### src/rtl/wb_regfile_if.sv
// MEM/WB, register read-port and dump signals shared between wb_regfile and its driver.
// The slave modport is the register file's view.
interface wb_regfile_if #(
  parameter int DATA_W = 32,
  parameter int ADDR_W = 5
);
  logic              regWriteIn;
  logic              memToRegIn;
  logic [DATA_W-1:0] rdIn;
  logic [DATA_W-1:0] aluIn;
  logic [ADDR_W-1:0] wnIn;
  logic [ADDR_W-1:0] rsAddr;
  logic [ADDR_W-1:0] rtAddr;
  logic [DATA_W-1:0] rsData;
  logic [DATA_W-1:0] rtData;
  logic [DATA_W-1:0] wbData;
  logic [31:0]       wbCount;
  logic              dumpReq;
  logic              dumpValid;
  logic [ADDR_W-1:0] dumpIdx;
  logic [DATA_W-1:0] dumpData;
  logic              dumpDone;

  modport slave (
    input  regWriteIn, memToRegIn, rdIn, aluIn, wnIn, rsAddr, rtAddr, dumpReq,
    output rsData, rtData, wbData, wbCount, dumpValid, dumpIdx, dumpData, dumpDone
  );

  modport master (
    output regWriteIn, memToRegIn, rdIn, aluIn, wnIn, rsAddr, rtAddr, dumpReq,
    input  rsData, rtData, wbData, wbCount, dumpValid, dumpIdx, dumpData, dumpDone
  );
endinterface

### src/rtl/wb_regfile.sv
// Write-back stage and 32-entry register file with bypassed read ports,
// a commit counter and a serial register-dump port.
module wb_regfile #(
  parameter int DATA_W = 32,
  parameter int ADDR_W = 5,
  parameter int REG_N  = 32
) (
  input logic         clk,
  input logic         rst,
  wb_regfile_if.slave bus
);
  typedef enum logic [1:0] {IDLE, DUMP, DONE} state_e;

  logic [DATA_W-1:0] regs_q [REG_N];
  logic [DATA_W-1:0] regs_d [REG_N];
  logic [31:0]       wb_count_q, wb_count_d;
  state_e            state_q, state_d;
  logic              dump_valid_q, dump_valid_d;
  logic              dump_done_q, dump_done_d;
  logic [ADDR_W-1:0] dump_idx_q, dump_idx_d;
  logic [DATA_W-1:0] dump_data_q, dump_data_d;

  logic [DATA_W-1:0] wb_data;
  logic              commit;
  logic [ADDR_W-1:0] dump_next_idx;

  // Index 0 never bypasses since a write to it is never a commit.
  function automatic logic [DATA_W-1:0] bypass_read(input logic [ADDR_W-1:0] a);
    if (a == '0)
      return '0;
    else if (bus.regWriteIn && (bus.wnIn == a))
      return wb_data;
    else
      return regs_q[a];
  endfunction

  assign wb_data       = bus.memToRegIn ? bus.rdIn : bus.aluIn;
  assign commit        = bus.regWriteIn && (bus.wnIn != '0);
  assign dump_next_idx = dump_idx_q + ADDR_W'(1);

  always_comb begin
    regs_d = regs_q;
    if (commit)
      regs_d[bus.wnIn] = wb_data;
    wb_count_d = wb_count_q + {31'd0, commit};
  end

  always_comb begin
    state_d      = state_q;
    dump_valid_d = dump_valid_q;
    dump_done_d  = 1'b0;
    dump_idx_d   = dump_idx_q;
    dump_data_d  = dump_data_q;
    case (state_q)
      IDLE: begin
        if (bus.dumpReq) begin
          state_d      = DUMP;
          dump_valid_d = 1'b1;
          dump_idx_d   = '0;
          dump_data_d  = '0;
        end
      end
      DUMP: begin
        if (dump_idx_q == ADDR_W'(REG_N - 1)) begin
          state_d      = DONE;
          dump_valid_d = 1'b0;
          dump_done_d  = 1'b1;
        end else begin
          dump_idx_d  = dump_next_idx;
          dump_data_d = bypass_read(dump_next_idx);
        end
      end
      DONE: begin
        state_d = IDLE;
      end
      default: begin
        state_d      = IDLE;
        dump_valid_d = 1'b0;
      end
    endcase
  end

  always_ff @(posedge clk) begin
    if (!rst) begin
      for (int unsigned i = 0; i < REG_N; i++)
        regs_q[i] <= '0;
      wb_count_q   <= '0;
      state_q      <= IDLE;
      dump_valid_q <= 1'b0;
      dump_done_q  <= 1'b0;
      dump_idx_q   <= '0;
      dump_data_q  <= '0;
    end else begin
      regs_q       <= regs_d;
      wb_count_q   <= wb_count_d;
      state_q      <= state_d;
      dump_valid_q <= dump_valid_d;
      dump_done_q  <= dump_done_d;
      dump_idx_q   <= dump_idx_d;
      dump_data_q  <= dump_data_d;
    end
  end

  assign bus.wbData    = wb_data;
  assign bus.rsData    = bypass_read(bus.rsAddr);
  assign bus.rtData    = bypass_read(bus.rtAddr);
  assign bus.wbCount   = wb_count_q;
  assign bus.dumpValid = dump_valid_q;
  assign bus.dumpIdx   = dump_idx_q;
  assign bus.dumpData  = dump_data_q;
  assign bus.dumpDone  = dump_done_q;
endmodule

### src/flat_wrapper.sv
// flat-port wrapper written by rule: the top's interface ports become plain ports
module wb_regfile_flat 
#(
  parameter int DATA_W = 32,
  parameter int ADDR_W = 5,
  parameter int REG_N  = 32
)
  (clk, rst, bus_regWriteIn, bus_memToRegIn, bus_rdIn, bus_aluIn, bus_wnIn, bus_rsAddr, bus_rtAddr, bus_dumpReq, bus_rsData, bus_rtData, bus_wbData, bus_wbCount, bus_dumpValid, bus_dumpIdx, bus_dumpData, bus_dumpDone);
  wb_regfile_if #(.DATA_W(DATA_W), .ADDR_W(ADDR_W)) bus_i ();
  input logic clk;
  input logic rst;
  input wire logic [$bits(bus_i.regWriteIn)-1:0] bus_regWriteIn;
  input wire logic [$bits(bus_i.memToRegIn)-1:0] bus_memToRegIn;
  input wire logic [$bits(bus_i.rdIn)-1:0] bus_rdIn;
  input wire logic [$bits(bus_i.aluIn)-1:0] bus_aluIn;
  input wire logic [$bits(bus_i.wnIn)-1:0] bus_wnIn;
  input wire logic [$bits(bus_i.rsAddr)-1:0] bus_rsAddr;
  input wire logic [$bits(bus_i.rtAddr)-1:0] bus_rtAddr;
  input wire logic [$bits(bus_i.dumpReq)-1:0] bus_dumpReq;
  output wire logic [$bits(bus_i.rsData)-1:0] bus_rsData;
  output wire logic [$bits(bus_i.rtData)-1:0] bus_rtData;
  output wire logic [$bits(bus_i.wbData)-1:0] bus_wbData;
  output wire logic [$bits(bus_i.wbCount)-1:0] bus_wbCount;
  output wire logic [$bits(bus_i.dumpValid)-1:0] bus_dumpValid;
  output wire logic [$bits(bus_i.dumpIdx)-1:0] bus_dumpIdx;
  output wire logic [$bits(bus_i.dumpData)-1:0] bus_dumpData;
  output wire logic [$bits(bus_i.dumpDone)-1:0] bus_dumpDone;
  assign bus_i.regWriteIn = bus_regWriteIn;
  assign bus_i.memToRegIn = bus_memToRegIn;
  assign bus_i.rdIn = bus_rdIn;
  assign bus_i.aluIn = bus_aluIn;
  assign bus_i.wnIn = bus_wnIn;
  assign bus_i.rsAddr = bus_rsAddr;
  assign bus_i.rtAddr = bus_rtAddr;
  assign bus_i.dumpReq = bus_dumpReq;
  assign bus_rsData = bus_i.rsData;
  assign bus_rtData = bus_i.rtData;
  assign bus_wbData = bus_i.wbData;
  assign bus_wbCount = bus_i.wbCount;
  assign bus_dumpValid = bus_i.dumpValid;
  assign bus_dumpIdx = bus_i.dumpIdx;
  assign bus_dumpData = bus_i.dumpData;
  assign bus_dumpDone = bus_i.dumpDone;
  wb_regfile #(.DATA_W(DATA_W), .ADDR_W(ADDR_W), .REG_N(REG_N)) u_core (.clk(clk), .rst(rst), .bus(bus_i));
endmodule
### config.mk
export PLATFORM = sky130hd
export DESIGN_NAME = wb_regfile_flat
export DESIGN_NICKNAME = d
export VERILOG_FILES = /design/src/rtl/wb_regfile_if.sv /design/src/rtl/wb_regfile.sv /design/src/flat_wrapper.sv
export SDC_FILE = /design/constraint.sdc
export NUM_CORES = 2
export LEC_CHECK = 0
export CAP_MARGIN = 20
export CORE_MARGIN = 3
export CORE_UTILIZATION = 50
export CTS_BUF_LIST = sky130_fd_sc_hd__clkbuf_8
export DETAILED_ROUTE_END_ITERATION = 7
export GPL_ROUTABILITY_DRIVEN = 0
export PLACE_DENSITY = 0.68
export SYNTH_ARGS = -nofsm -noshare
export SYNTH_HDL_FRONTEND = slang
export SYNTH_SLANG_ARGS = --single-unit
### constraint.sdc
create_clock -name clk -period 5.1 [get_ports clk]
set_input_delay 1.02 -clock clk [delete_from_list [all_inputs] [get_ports clk]]
set_output_delay 1.02 -clock clk [all_outputs]
set_load 0.02 [all_outputs]
==> flow_metrics.tcl <==
set metrics [dict create \
    cts_tree "done" \
    syn-num-nets 6109 \
    drv_slew 0 \
    gr-usage-all-layers_pct 38.5 \
    report.final.setup_viol 1 \
    run_status "complete, but fails checks" \
    yosysWarnings 0 \
    fin_tns_setup_ns -0.0260 \
    r2r_start "u_core.bus.dumpIdx[0]" \
    avgRoutedWirePerCell_um 33.1 \
    timing.critical_path.arrival_ns 4.11 \
    yosys_most_used_dff "sky130_fd_sc_hd__dfxtp_1" \
    achievable-frequency_mhz 195 \
    data_required_time_at_the_worst_endpoint_ns 4.08 \
    drc_errors 4 \
    violations "DRC, setup timing" \
    timing.hold.worst.class "flop to flop" \
    report.final.hold_viol_count 0 \
    regToRegSetupSlack_ns 1.17 \
    timing.critical_path.fanout_max 25 \
    synth.top_cells.by_area "sky130_fd_sc_hd__dfxtp_1, sky130_fd_sc_hd__mux4_2, sky130_fd_sc_hd__a211oi_1" \
    cts-root-to-sink-buffers 3 \
    powerDensity_nw_per_um2 269 \
    postCtsHoldBufs 0 \
    slew_at_the_pin_with_the_worst_max_slew_slack_ns 1.17 \
    ioPinCount 251 \
    max-slew-margin-rel_pct 22.2 \
    dp_worst_setup_slack_ns -0.177 \
    netlist.top_cell.by_area "sky130_fd_sc_hd__dfxtp_1" \
    start_util_pct 50.4 \
    register_to_register_path_depth 8 \
    vias_in_the_first_global_route 54200 \
    fin_skew_ns 0.0390 \
    row_count 130 \
    grt_start_max_net_pins 147 \
    cts_buffer_count 182 \
    post_synth_inst_count 6019 \
    ir_drop_uv 261 \
    post-synth-top-count-cell "sky130_fd_sc_hd__dfxtp_1" \
    rsz_0062_raised_after_global_routing "no" \
    clkTransAtPathRegs_ns 0.06 \
    synth_seq_area_share_pct 34.6 \
    r2r-end "u_core.bus.dumpData[31]" \
    crit_slowest_cell "sky130_fd_sc_hd__a211oi_1" \
    drive_above_1_share_pct 23.7 \
    synth.cell_area_um2 63400 \
    sort_of_element_at_the_end_of_the_critical_path "output pin" \
    drt_first_pass_iters 8 \
    cellLeakagePower_nw 22.9 \
    yosys.cell_types.count 67 \
    flop_and_latch_count_out_of_synthesis 1097 \
    areaGrowthSynthToFinish_pct 14.3 \
    htree_num_levels 4 \
    library_cell_used_as_clock_root_buffer "sky130_fd_sc_hd__clkbuf_8" \
    async_flop_share_pct 0 \
    cts.sinks 1097 \
    clk_latency_ns 0.92 \
    max_cap_viol_count 0 \
    routed-via-count 57400 \
    number_of_antenna_violations_at_the_first_check_in_global_routing 12 \
    drt_first_iter_violations 9021 \
    slowest_delay_ns 0.64 \
    timing.critical_path.cells "buf_8 > buf_12 > mux4_2 > o21ai_0 > o21ai_0 > a211oi_1 > a211oi_1 > clkdlybuf4s50_1" \
    post-route-worst-setup-slack_ns -0.0260 \
    finish.instance_area_um2 72400 \
    worst_setup_path_start_kind "primary input" \
    hold_wc_startpoint "u_core.regs_q[1012]" \
    dpl-instance-area_um2 68800 \
    antenna_left 0 \
    avgViaCountPerCell 7.33 \
    final_period_minus_worst_setup_slack_ns 5.13 \
    fp.dieArea_um2 131000 \
    drt-total-wl_um 259000 \
    die-width_um 362 \
    grt_remaining_overflow 0 \
    synth.avg_cell_area_um2 10.5 \
    finalNetCount 6126 \
    hpwl_um 162000 \
    die_height_um 362 \
    layout_worst_path_cycle_share_pct 101 \
    synth.cells.most_frequent "sky130_fd_sc_hd__dfxtp_1, sky130_fd_sc_hd__nor2_1, sky130_fd_sc_hd__a211oi_1, sky130_fd_sc_hd__mux4_2, sky130_fd_sc_hd__clkbuf_1" \
    synth-edff-count 0 \
    design.core.area_um2 126000 \
    grt_pass1_wl_um 374000 \
    min_path_cells 1 \
    path_class "primary input to output pin" \
    fin_util_pct 57.6 \
    design_power_total_mw 19.5 \
    port-buffer-count 250 \
    worst_hold_path.endpoint "u_core.regs_q[1012]" \
    yosysTopAreaCellShare_pct 34.6 \
]
## through the flow
step / hold slack, ns / instances
floorplan: 0.460 / 6019
global route: 0.514 / 7819
finish: 0.506 / 7827
detailed placement: 0.492 / 7501
global placement: 0.483 / 7500
CTS: 0.503 / 7814
## worst max-delay path by stage
stage | end | startpoint | slack (ns)
2_1_floorplan | bus_rtData[20] | bus_rtAddr[0] | 1.03
3_3_place_gp | bus_rsData[15] | bus_wnIn[4] | -0.24
3_5_place_dp | bus_rtData[18] | bus_wnIn[4] | -0.18
4_1_cts | bus_rtData[18] | bus_wnIn[4] | 0.08
5_1_grt | bus_rtData[18] | bus_wnIn[4] | 0.009
6_report | bus_rsData[23] | bus_rsAddr[0] | -0.03
## worst max-delay path, delay by kind of cell
kind | cells | cell delay, ns
AOI/OAI and AO/OA | 4 | 1.40
buffers and inverters | 3 | 1.11
muxes | 1 | 0.52
## kinds of logic (layout without fill, tap and decap cells)
group | after synthesis | after routing | synth area share [%]
flip-flops | 1097 | 1097 | 34.6
other | 0 | 12 | 0
AO/OA/AOI/OAI | 1407 | 1407 | 16.6
adder cells (fa/ha/maj) | 6 | 6 | 0.118
multiplexers | 1104 | 1104 | 32.2
buffers and inverters | 788 | 934 | 5.46
AND/OR/NAND/NOR | 1569 | 1569 | 10.3
XOR/XNOR | 48 | 48 | 0.685
## area by class of cell
cell class	instances	area (µm²)
sequential	1097	22000
clock inverter	93	498
multi-input combinational	4134	38800
tap	1650	2060
inverter	46	185
clock buffer	220	3030
timing repair buffer	575	5870
antenna	12	30.0
fill	10400	53300
## timing repair
action | 4_1_cts | 5_1_grt
setup buffers | 0 | 0
gates cloned | 0 | 0
resized for setup | 4 | 3
setup endpoints to repair | 4 | 3
## registers in the layout, indices dropped and copies added, names as in the netlist
| register | flops |
|---|---|
| u_core.bus.dumpData | 32 |
| u_core.regs_q | 1024 |
| u_core.bus.dumpIdx | 5 |
| u_core.bus.wbCount | 32 |
| u_core.bus.dumpDone | 1 |
| u_core.state_q | 2 |
| u_core.bus.dumpValid | 1 |
## metal layers
layer	track usage (%)	routed length (µm)
met2	54.5	108000
met5	0	63
met3	15.7	42200
met4	22.8	17900
met1	49.4	91000
## report_power, final
part | total, mW | switching [mW] | internal (mW)
logic | 2.92 | 1.85 | 1.06
clock network | 7.80 | 3.78 | 4.02
registers | 8.79 | 0.109 | 8.68
total | 19.5 | 5.74 | 13.8
## placed cells by master, fill, tap and decap left out, drive strengths merged, types with 53 or more instances in the layout
cell type	instances
a211oi	1070
a21oi	53
buf	353
clkbuf	220
clkdlybuf4s50	220
dfxtp	1097
inv	107
mux2i	350
mux4	750
nand2	162
nor2	1099
nor3	106
(Power assumes the default switching activity.)
